$ cat src/rtl/ser_rx_fifo.sv
// Serial receiver (start/data/[parity]/stop framing) feeding a show-ahead receive FIFO.
// Optional feature macro: SER_RX_PARITY_EN compiles in the parity bit and its check.
module ser_rx_fifo #(
    parameter int CLK_DIV    = 434,
    parameter int DATA_BITS  = 8,
    parameter int FIFO_DEPTH = 16,
    parameter int PARITY_ODD = 0
) (
    input  logic                               clk25,
    input  logic                               rst,
    input  logic                               serrx,
    output logic [DATA_BITS-1:0]               rd_data,
    output logic                               rd_valid,
    input  logic                               rd_ready,
    output logic [$clog2(FIFO_DEPTH+1)-1:0]    fill,
    output logic                               frame_err,
    output logic                               overrun,
    output logic                               parity_err
);

    localparam int FW = $clog2(FIFO_DEPTH + 1);
    localparam int PW = $clog2(FIFO_DEPTH);
    localparam int IW = $clog2(DATA_BITS);

    localparam logic [15:0]   HALF_LOAD = 16'(CLK_DIV / 2 - 1);
    localparam logic [15:0]   FULL_LOAD = 16'(CLK_DIV - 1);
    localparam logic [IW-1:0] LAST_IDX  = IW'(DATA_BITS - 1);
    localparam logic [IW-1:0] IDX_ONE   = IW'(1);
    localparam logic [PW-1:0] PTR_ONE   = PW'(1);
    localparam logic [FW-1:0] FILL_ONE  = FW'(1);
    localparam logic [FW-1:0] FILL_FULL = FW'(FIFO_DEPTH);

    if (CLK_DIV < 8 || CLK_DIV > 65535) begin : g_bad_clk_div
        $error("ser_rx_fifo: CLK_DIV out of range 8..65535");
    end
    if (DATA_BITS < 5 || DATA_BITS > 8) begin : g_bad_data_bits
        $error("ser_rx_fifo: DATA_BITS out of range 5..8");
    end
    if (FIFO_DEPTH < 2 || FIFO_DEPTH > 256 || (FIFO_DEPTH & (FIFO_DEPTH - 1)) != 0) begin : g_bad_depth
        $error("ser_rx_fifo: FIFO_DEPTH must be a power of 2 in 2..256");
    end
    if (PARITY_ODD != 0 && PARITY_ODD != 1) begin : g_bad_parity
        $error("ser_rx_fifo: PARITY_ODD must be 0 or 1");
    end

    typedef enum logic [2:0] {
        IDLE   = 3'd0,
        START  = 3'd1,
        DATA   = 3'd2,
        PARITY = 3'd3,
        STOP   = 3'd4,
        BREAK  = 3'd5
    } state_t;

`ifdef SER_RX_PARITY_EN
    localparam state_t AFTER_DATA = PARITY;

    function automatic logic parity_mismatch(input logic [DATA_BITS-1:0] data, input logic par_bit);
        return ((^data) ^ par_bit) != 1'(PARITY_ODD);
    endfunction
`else
    localparam state_t AFTER_DATA = STOP;
`endif

    logic [1:0]           sync_r;
    logic                 rxs_s;
    state_t               state_r, state_nxt;
    logic [15:0]          cnt_r, cnt_nxt;
    logic [IW-1:0]        idx_r, idx_nxt;
    logic [DATA_BITS-1:0] shift_r, shift_nxt;
    logic                 expired_s;
    logic                 push_s;
    logic                 frame_err_s, frame_err_r;
`ifdef SER_RX_PARITY_EN
    logic                 par_bad_r, par_bad_nxt;
    logic                 parity_err_s, parity_err_r;
`endif

    logic [DATA_BITS-1:0] mem_r [FIFO_DEPTH];
    logic [PW-1:0]        rd_ptr_r, rd_ptr_nxt;
    logic [PW-1:0]        wr_ptr_r, wr_ptr_nxt;
    logic [FW-1:0]        fill_r, fill_nxt;
    logic                 full_s, pop_s, wr_en_s, overrun_s;
    logic                 rd_valid_r;
    logic [DATA_BITS-1:0] rd_data_r, head_nxt;
    logic                 overrun_r;

    // Two-flop synchronizer; idles high so reset never looks like a start bit
    always_ff @(posedge clk25 or posedge rst) begin
        if (rst) begin
            sync_r <= 2'b11;
        end else begin
            sync_r <= {sync_r[0], serrx};
        end
    end

    assign rxs_s     = sync_r[1];
    assign expired_s = (cnt_r == 16'd0);

    // Receiver next-state: half-bit delay from the falling edge, then one bit period per sample
    always_comb begin
        state_nxt   = state_r;
        cnt_nxt     = cnt_r;
        idx_nxt     = idx_r;
        shift_nxt   = shift_r;
        push_s      = 1'b0;
        frame_err_s = 1'b0;
`ifdef SER_RX_PARITY_EN
        par_bad_nxt  = par_bad_r;
        parity_err_s = 1'b0;
`endif
        case (state_r)
            IDLE: begin
                if (!rxs_s) begin
                    state_nxt = START;
                    cnt_nxt   = HALF_LOAD;
                end else begin
                    state_nxt = IDLE;
                end
            end
            START: begin
                if (!expired_s) begin
                    cnt_nxt = cnt_r - 16'd1;
                end else if (rxs_s) begin
                    state_nxt = IDLE;
                end else begin
                    state_nxt = DATA;
                    cnt_nxt   = FULL_LOAD;
                    idx_nxt   = {IW{1'b0}};
`ifdef SER_RX_PARITY_EN
                    par_bad_nxt = 1'b0;
`endif
                end
            end
            DATA: begin
                if (!expired_s) begin
                    cnt_nxt = cnt_r - 16'd1;
                end else begin
                    shift_nxt[idx_r] = rxs_s;
                    cnt_nxt          = FULL_LOAD;
                    if (idx_r == LAST_IDX) begin
                        state_nxt = AFTER_DATA;
                    end else begin
                        idx_nxt = idx_r + IDX_ONE;
                    end
                end
            end
`ifdef SER_RX_PARITY_EN
            PARITY: begin
                if (!expired_s) begin
                    cnt_nxt = cnt_r - 16'd1;
                end else begin
                    par_bad_nxt = parity_mismatch(shift_r, rxs_s);
                    cnt_nxt     = FULL_LOAD;
                    state_nxt   = STOP;
                end
            end
`endif
            STOP: begin
                if (!expired_s) begin
                    cnt_nxt = cnt_r - 16'd1;
                end else if (rxs_s) begin
                    state_nxt = IDLE;
`ifdef SER_RX_PARITY_EN
                    if (par_bad_r) begin
                        parity_err_s = 1'b1;
                    end else begin
                        push_s = 1'b1;
                    end
`else
                    push_s = 1'b1;
`endif
                end else begin
                    frame_err_s = 1'b1;
                    state_nxt   = BREAK;
                end
            end
            BREAK: begin
                if (rxs_s) begin
                    state_nxt = IDLE;
                end else begin
                    state_nxt = BREAK;
                end
            end
            default: begin
                state_nxt = IDLE;
            end
        endcase
    end

    // Receiver state register
    always_ff @(posedge clk25 or posedge rst) begin
        if (rst) begin
            state_r     <= IDLE;
            cnt_r       <= 16'd0;
            idx_r       <= {IW{1'b0}};
            shift_r     <= {DATA_BITS{1'b0}};
            frame_err_r <= 1'b0;
`ifdef SER_RX_PARITY_EN
            par_bad_r    <= 1'b0;
            parity_err_r <= 1'b0;
`endif
        end else begin
            state_r     <= state_nxt;
            cnt_r       <= cnt_nxt;
            idx_r       <= idx_nxt;
            shift_r     <= shift_nxt;
            frame_err_r <= frame_err_s;
`ifdef SER_RX_PARITY_EN
            par_bad_r    <= par_bad_nxt;
            parity_err_r <= parity_err_s;
`endif
        end
    end

    // FIFO control: a pop frees the slot a full-FIFO push needs in the same cycle
    always_comb begin
        pop_s     = rd_valid_r & rd_ready;
        full_s    = (fill_r == FILL_FULL);
        wr_en_s   = push_s & (~full_s | pop_s);
        overrun_s = push_s & full_s & ~pop_s;
        rd_ptr_nxt = pop_s   ? (rd_ptr_r + PTR_ONE) : rd_ptr_r;
        wr_ptr_nxt = wr_en_s ? (wr_ptr_r + PTR_ONE) : wr_ptr_r;
        case ({wr_en_s, pop_s})
            2'b10:   fill_nxt = fill_r + FILL_ONE;
            2'b01:   fill_nxt = fill_r - FILL_ONE;
            default: fill_nxt = fill_r;
        endcase
        if (wr_en_s && (wr_ptr_r == rd_ptr_nxt)) begin
            head_nxt = shift_r;
        end else begin
            head_nxt = mem_r[rd_ptr_nxt];
        end
    end

    // FIFO storage, deliberately left unreset
    always_ff @(posedge clk25) begin
        if (wr_en_s) begin
            mem_r[wr_ptr_r] <= shift_r;
        end
    end

    // FIFO pointers, occupancy and registered head-of-queue outputs
    always_ff @(posedge clk25 or posedge rst) begin
        if (rst) begin
            rd_ptr_r   <= {PW{1'b0}};
            wr_ptr_r   <= {PW{1'b0}};
            fill_r     <= {FW{1'b0}};
            rd_valid_r <= 1'b0;
            rd_data_r  <= {DATA_BITS{1'b0}};
            overrun_r  <= 1'b0;
        end else begin
            rd_ptr_r   <= rd_ptr_nxt;
            wr_ptr_r   <= wr_ptr_nxt;
            fill_r     <= fill_nxt;
            rd_valid_r <= (fill_nxt != {FW{1'b0}});
            rd_data_r  <= head_nxt;
            overrun_r  <= overrun_s;
        end
    end

    assign rd_data   = rd_data_r;
    assign rd_valid  = rd_valid_r;
    assign fill      = fill_r;
    assign frame_err = frame_err_r;
    assign overrun   = overrun_r;
`ifdef SER_RX_PARITY_EN
    assign parity_err = parity_err_r;
`else
    assign parity_err = 1'b0;
`endif

endmodule

$ cat config.mk
export PLATFORM = sky130hd
export DESIGN_NAME = ser_rx_fifo
export DESIGN_NICKNAME = d
export VERILOG_FILES = /design/src/rtl/ser_rx_fifo.sv
export SDC_FILE = /design/constraint.sdc
export NUM_CORES = 1
export LEC_CHECK = 0
export CORE_ASPECT_RATIO = 1.4
export CORE_MARGIN = 5
export CORE_UTILIZATION = 55
export DETAILED_ROUTE_END_ITERATION = 8
export GPL_ROUTABILITY_DRIVEN = 0
export HOLD_SLACK_MARGIN = 0.06
export PLACE_DENSITY = 0.73
export SLEW_MARGIN = 20
export SYNTH_ARGS = -nofsm -noshare
export SYNTH_HDL_FRONTEND = slang
export SYNTH_SLANG_ARGS = --single-unit
$ cat constraint.sdc
create_clock -name clk25 -period 3.66 [get_ports clk25]
set_clock_uncertainty 0.05 [all_clocks]
set_input_delay 0.732 -clock clk25 [delete_from_list [all_inputs] [get_ports clk25]]
set_output_delay 0.732 -clock clk25 [all_outputs]
set_load 0.02 [all_outputs]
==> flow_summary.toml <==
[sta]
timing.setup.tns_ns = 0
rsz0062_at_grt = "no"
fin_ws_ns = 0.298
slew_headroom_pct = 42.4
fmax_mhz = 297
final.min_clock_period_ns = 3.36
setup_violations = 0
final_max_slew_viol_count = 0
worst_pin_slew_ns = 0.864
finalHoldViolCount = 0
period_share_pct = 91.9

[route]
drt_pass1_iterations = 5
num_vias = 4940
wl_met1_um = 6540
drt_iter0_drc = 349
drc = 0
route.met3.wl_um = 833
top_layer = "met4"
wl_um = 16600
wire_per_inst_um = 20.1
postRouteAntennaNets = 0
viasPerCell = 5.99
route.met2.wl_um = 8670

[floorplanning]
die_h_um = 152
placementRows = 52
die_area_um2 = 17000
die_x_um = 112
initial_core_util_pct = 55.5
core_area_um2 = 14300
io_pins = 21

[global_route]
antenna_found_initial = 0
groute.usage.overall_pct = 20.3
grt_pass1_wl_um = 26800
grt-ovfl-total = 0
grt_pass1_vias = 4966
grt_max_degree = 33

[cts]
clockBufferDepth = 2
clk_pin_slew_worst_paths_ns = 0.07
numCtsBuffers = 17
cts-root-buf = "clkbuf_16"
htreeDepth = 4
post-cts-setup-buffer-count = 0
clkSinkCount = 184
cts_resized = 0
cts_tree = "done"
insertion_delay_ns = 0.43
hold_buffers = 0

[final_layout]
fillCellCount = 1070
drive_gt1_share_pct = 15.4
layout_common_cells = "edfxtp_1, nand2_1, dfrtp_1"
diodes = 0
multiInputGateArea_um2 = 2490
final_common_cell = "edfxtp_1"
area_growth_pct = 13.5
seq_area_um2 = 5250
final_net_count = 637
fin_cells = 825
stdcell_area_um2 = 9020

[worst_setup_path]
r2r_cells = 12
cp_max_fo = 7
crit_path_start_kind = "flip-flop"
endpoint_kind = "flip-flop"
worstSetupPathType = "flip-flop to flip-flop"
crit_arrival_ns = 3.62
cp.required_ns = 3.91

[synth]
synth_seq_cells = 184
synth_cells = 584
synth_nets = 598
yosysUniqueCellTypes = 59
synth_ff_type = "edfxtp_1"
async_flop_share_pct = 30.4
synth_edf_count = 128
syn_avg_cell_area_um2 = 13.6
yosysWarningCount = 0
syn_area_um2 = 7940
yosysSeqAreaShare_pct = 66.1

[power]
peakVddDrop_mv = 0.361
cellPowerDensity_nw_per_um2 = 625
total_leakage_power_nw = 3.64

[min_path]
hold_class = "flip-flop to flip-flop"
hold_depth = 0

[placement]
detailedPlace.worstSlack_ns = 0.186
hpwl_um = 11100
dp_cells = 793
placed_cell_area_um2 = 8460
port_buffers = 19

[flow_run]
maxCapViolCount = 0

[outcome]
status = "finished, final reports clean"
## power by group
part           leakage, nW  total (W)  internal, W  switching, W
registers             2.20    0.00241      0.00231      0.000103
clock network        0.280    0.00172     0.000900      0.000825
logic                 1.16    0.00150     0.000600      0.000896
total                 3.64    0.00564      0.00381       0.00182
## per-stage QoR
stage / power [W] / util (%) / hold WS [ns]
2_1_floorplan: 0.00341 / - / 0.295
3_3_place_gp: 0.00391 / 59.1 / 0.298
3_5_place_dp: 0.00394 / 59.1 / 0.301
4_1_cts: 0.00567 / 63.0 / 0.311
5_1_grt: 0.00589 / 63.0 / 0.314
6_report: 0.00564 / 63.0 / 0.310
## per-layer routing
layer | global-route usage [%] | vias up
met2 | 34.7 | 171
met1 | 25.5 | 2446
li1 | - | 2290
met5 | 0 | -
met3 | 3.81 | 33
met4 | 8.29 | 0
## cells in the mapped netlist (all sizes together), types with 2 or more instances
| library cell | count | area, µm² |
|---|---|---|
| a211oi | 21 | 158 |
| a21bo | 2 | 26.3 |
| a21o | 2 | 15.0 |
| a21oi | 14 | 70.1 |
| a22o | 4 | 35.0 |
| a31oi | 19 | 119 |
| and2 | 3 | 18.8 |
| and3 | 23 | 144 |
| buf | 17 | 110 |
| clkbuf | 11 | 41.3 |
| dfrtp | 54 | 1350 |
| dfstp | 2 | 52.6 |
| edfxtp | 128 | 3840 |
| ha | 10 | 125 |
| inv | 16 | 60.1 |
| mux2 | 10 | 113 |
| mux4 | 16 | 360 |
| nand2 | 64 | 240 |
| nand2b | 4 | 25.0 |
| nand3 | 16 | 80.1 |
| nand3b | 2 | 18.8 |
| nand4 | 2 | 12.5 |
| nand4b | 2 | 17.5 |
| nor2 | 38 | 143 |
| nor3 | 14 | 70.1 |
| nor3b | 2 | 15.0 |
| nor4 | 4 | 37.5 |
| nor4b | 2 | 32.5 |
| o21ai | 16 | 80.1 |
| o21bai | 3 | 22.5 |
| o22ai | 16 | 100 |
| o31ai | 9 | 67.6 |
| or3 | 4 | 25.0 |
| xnor2 | 13 | 114 |
| xor2 | 5 | 43.8 |
## cells by family (layout without fill, tap and decap cells)
logic type / count (synthesis) / in the layout / share of synthesized area [%]
fa+ha+maj: 10 / 10 / 1.58
flops: 184 / 184 / 66.1
other cells: 1 / 1 / 0.0472
compound gates: 115 / 115 / 9.77
xor+xnor: 19 / 19 / 2.27
mux: 27 / 27 / 6.08
buf+inv: 44 / 96 / 2.66
simple gates: 184 / 184 / 11.5
## worst max-delay path: stages (launching register included)
cell and delay [ns]:
dfrtp_1 0.41, inv_1 0.09, ha_1 0.17, nor4b_1 0.36, and3_1 0.35, a21oi_1 0.14, xor2_1 0.17, ha_1 0.24
or4_1 0.41, a211oi_1 0.23, a41oi_1 0.10, xnor2_1 0.21, a2111o_1 0.32
## cell type report
cell class,instances,share of cell area [%]
clock buffers,17,4.72
clock inverters,15,1.51
multi-input cells,356,27.6
flip-flops and latches,184,58.2
inverters,16,0.666
well taps,189,2.62
repair buffers,48,4.66
## sequential cells by signal (all words and copies together), names as in the netlist
| signal | flops |
|---|---|
| cnt_r | 16 |
| fill | 5 |
| frame_err | 1 |
| idx_r | 3 |
| mem_r | 128 |
| overrun | 1 |
| rd_data | 8 |
| rd_ptr_r | 4 |
| rd_valid | 1 |
| shift_r | 8 |
| state_r | 3 |
| sync_r | 2 |
| wr_ptr_r | 4 |
## final timing paths
path	startpoint	to	slack [ns]
worst min-delay path	sync_r[0]	sync_r[1]	0.31
worst max register to register	cnt_r[0]	rd_valid	0.30
worst min register to register	sync_r[0]	sync_r[1]	0.31
worst max-delay path	cnt_r[0]	rd_valid	0.30
min in group asynchronous	rst	cnt_r[7]	0.55
max in group asynchronous	rst	rd_data[6]	2.35
Note: power is estimated with default switching activity, not from simulation.
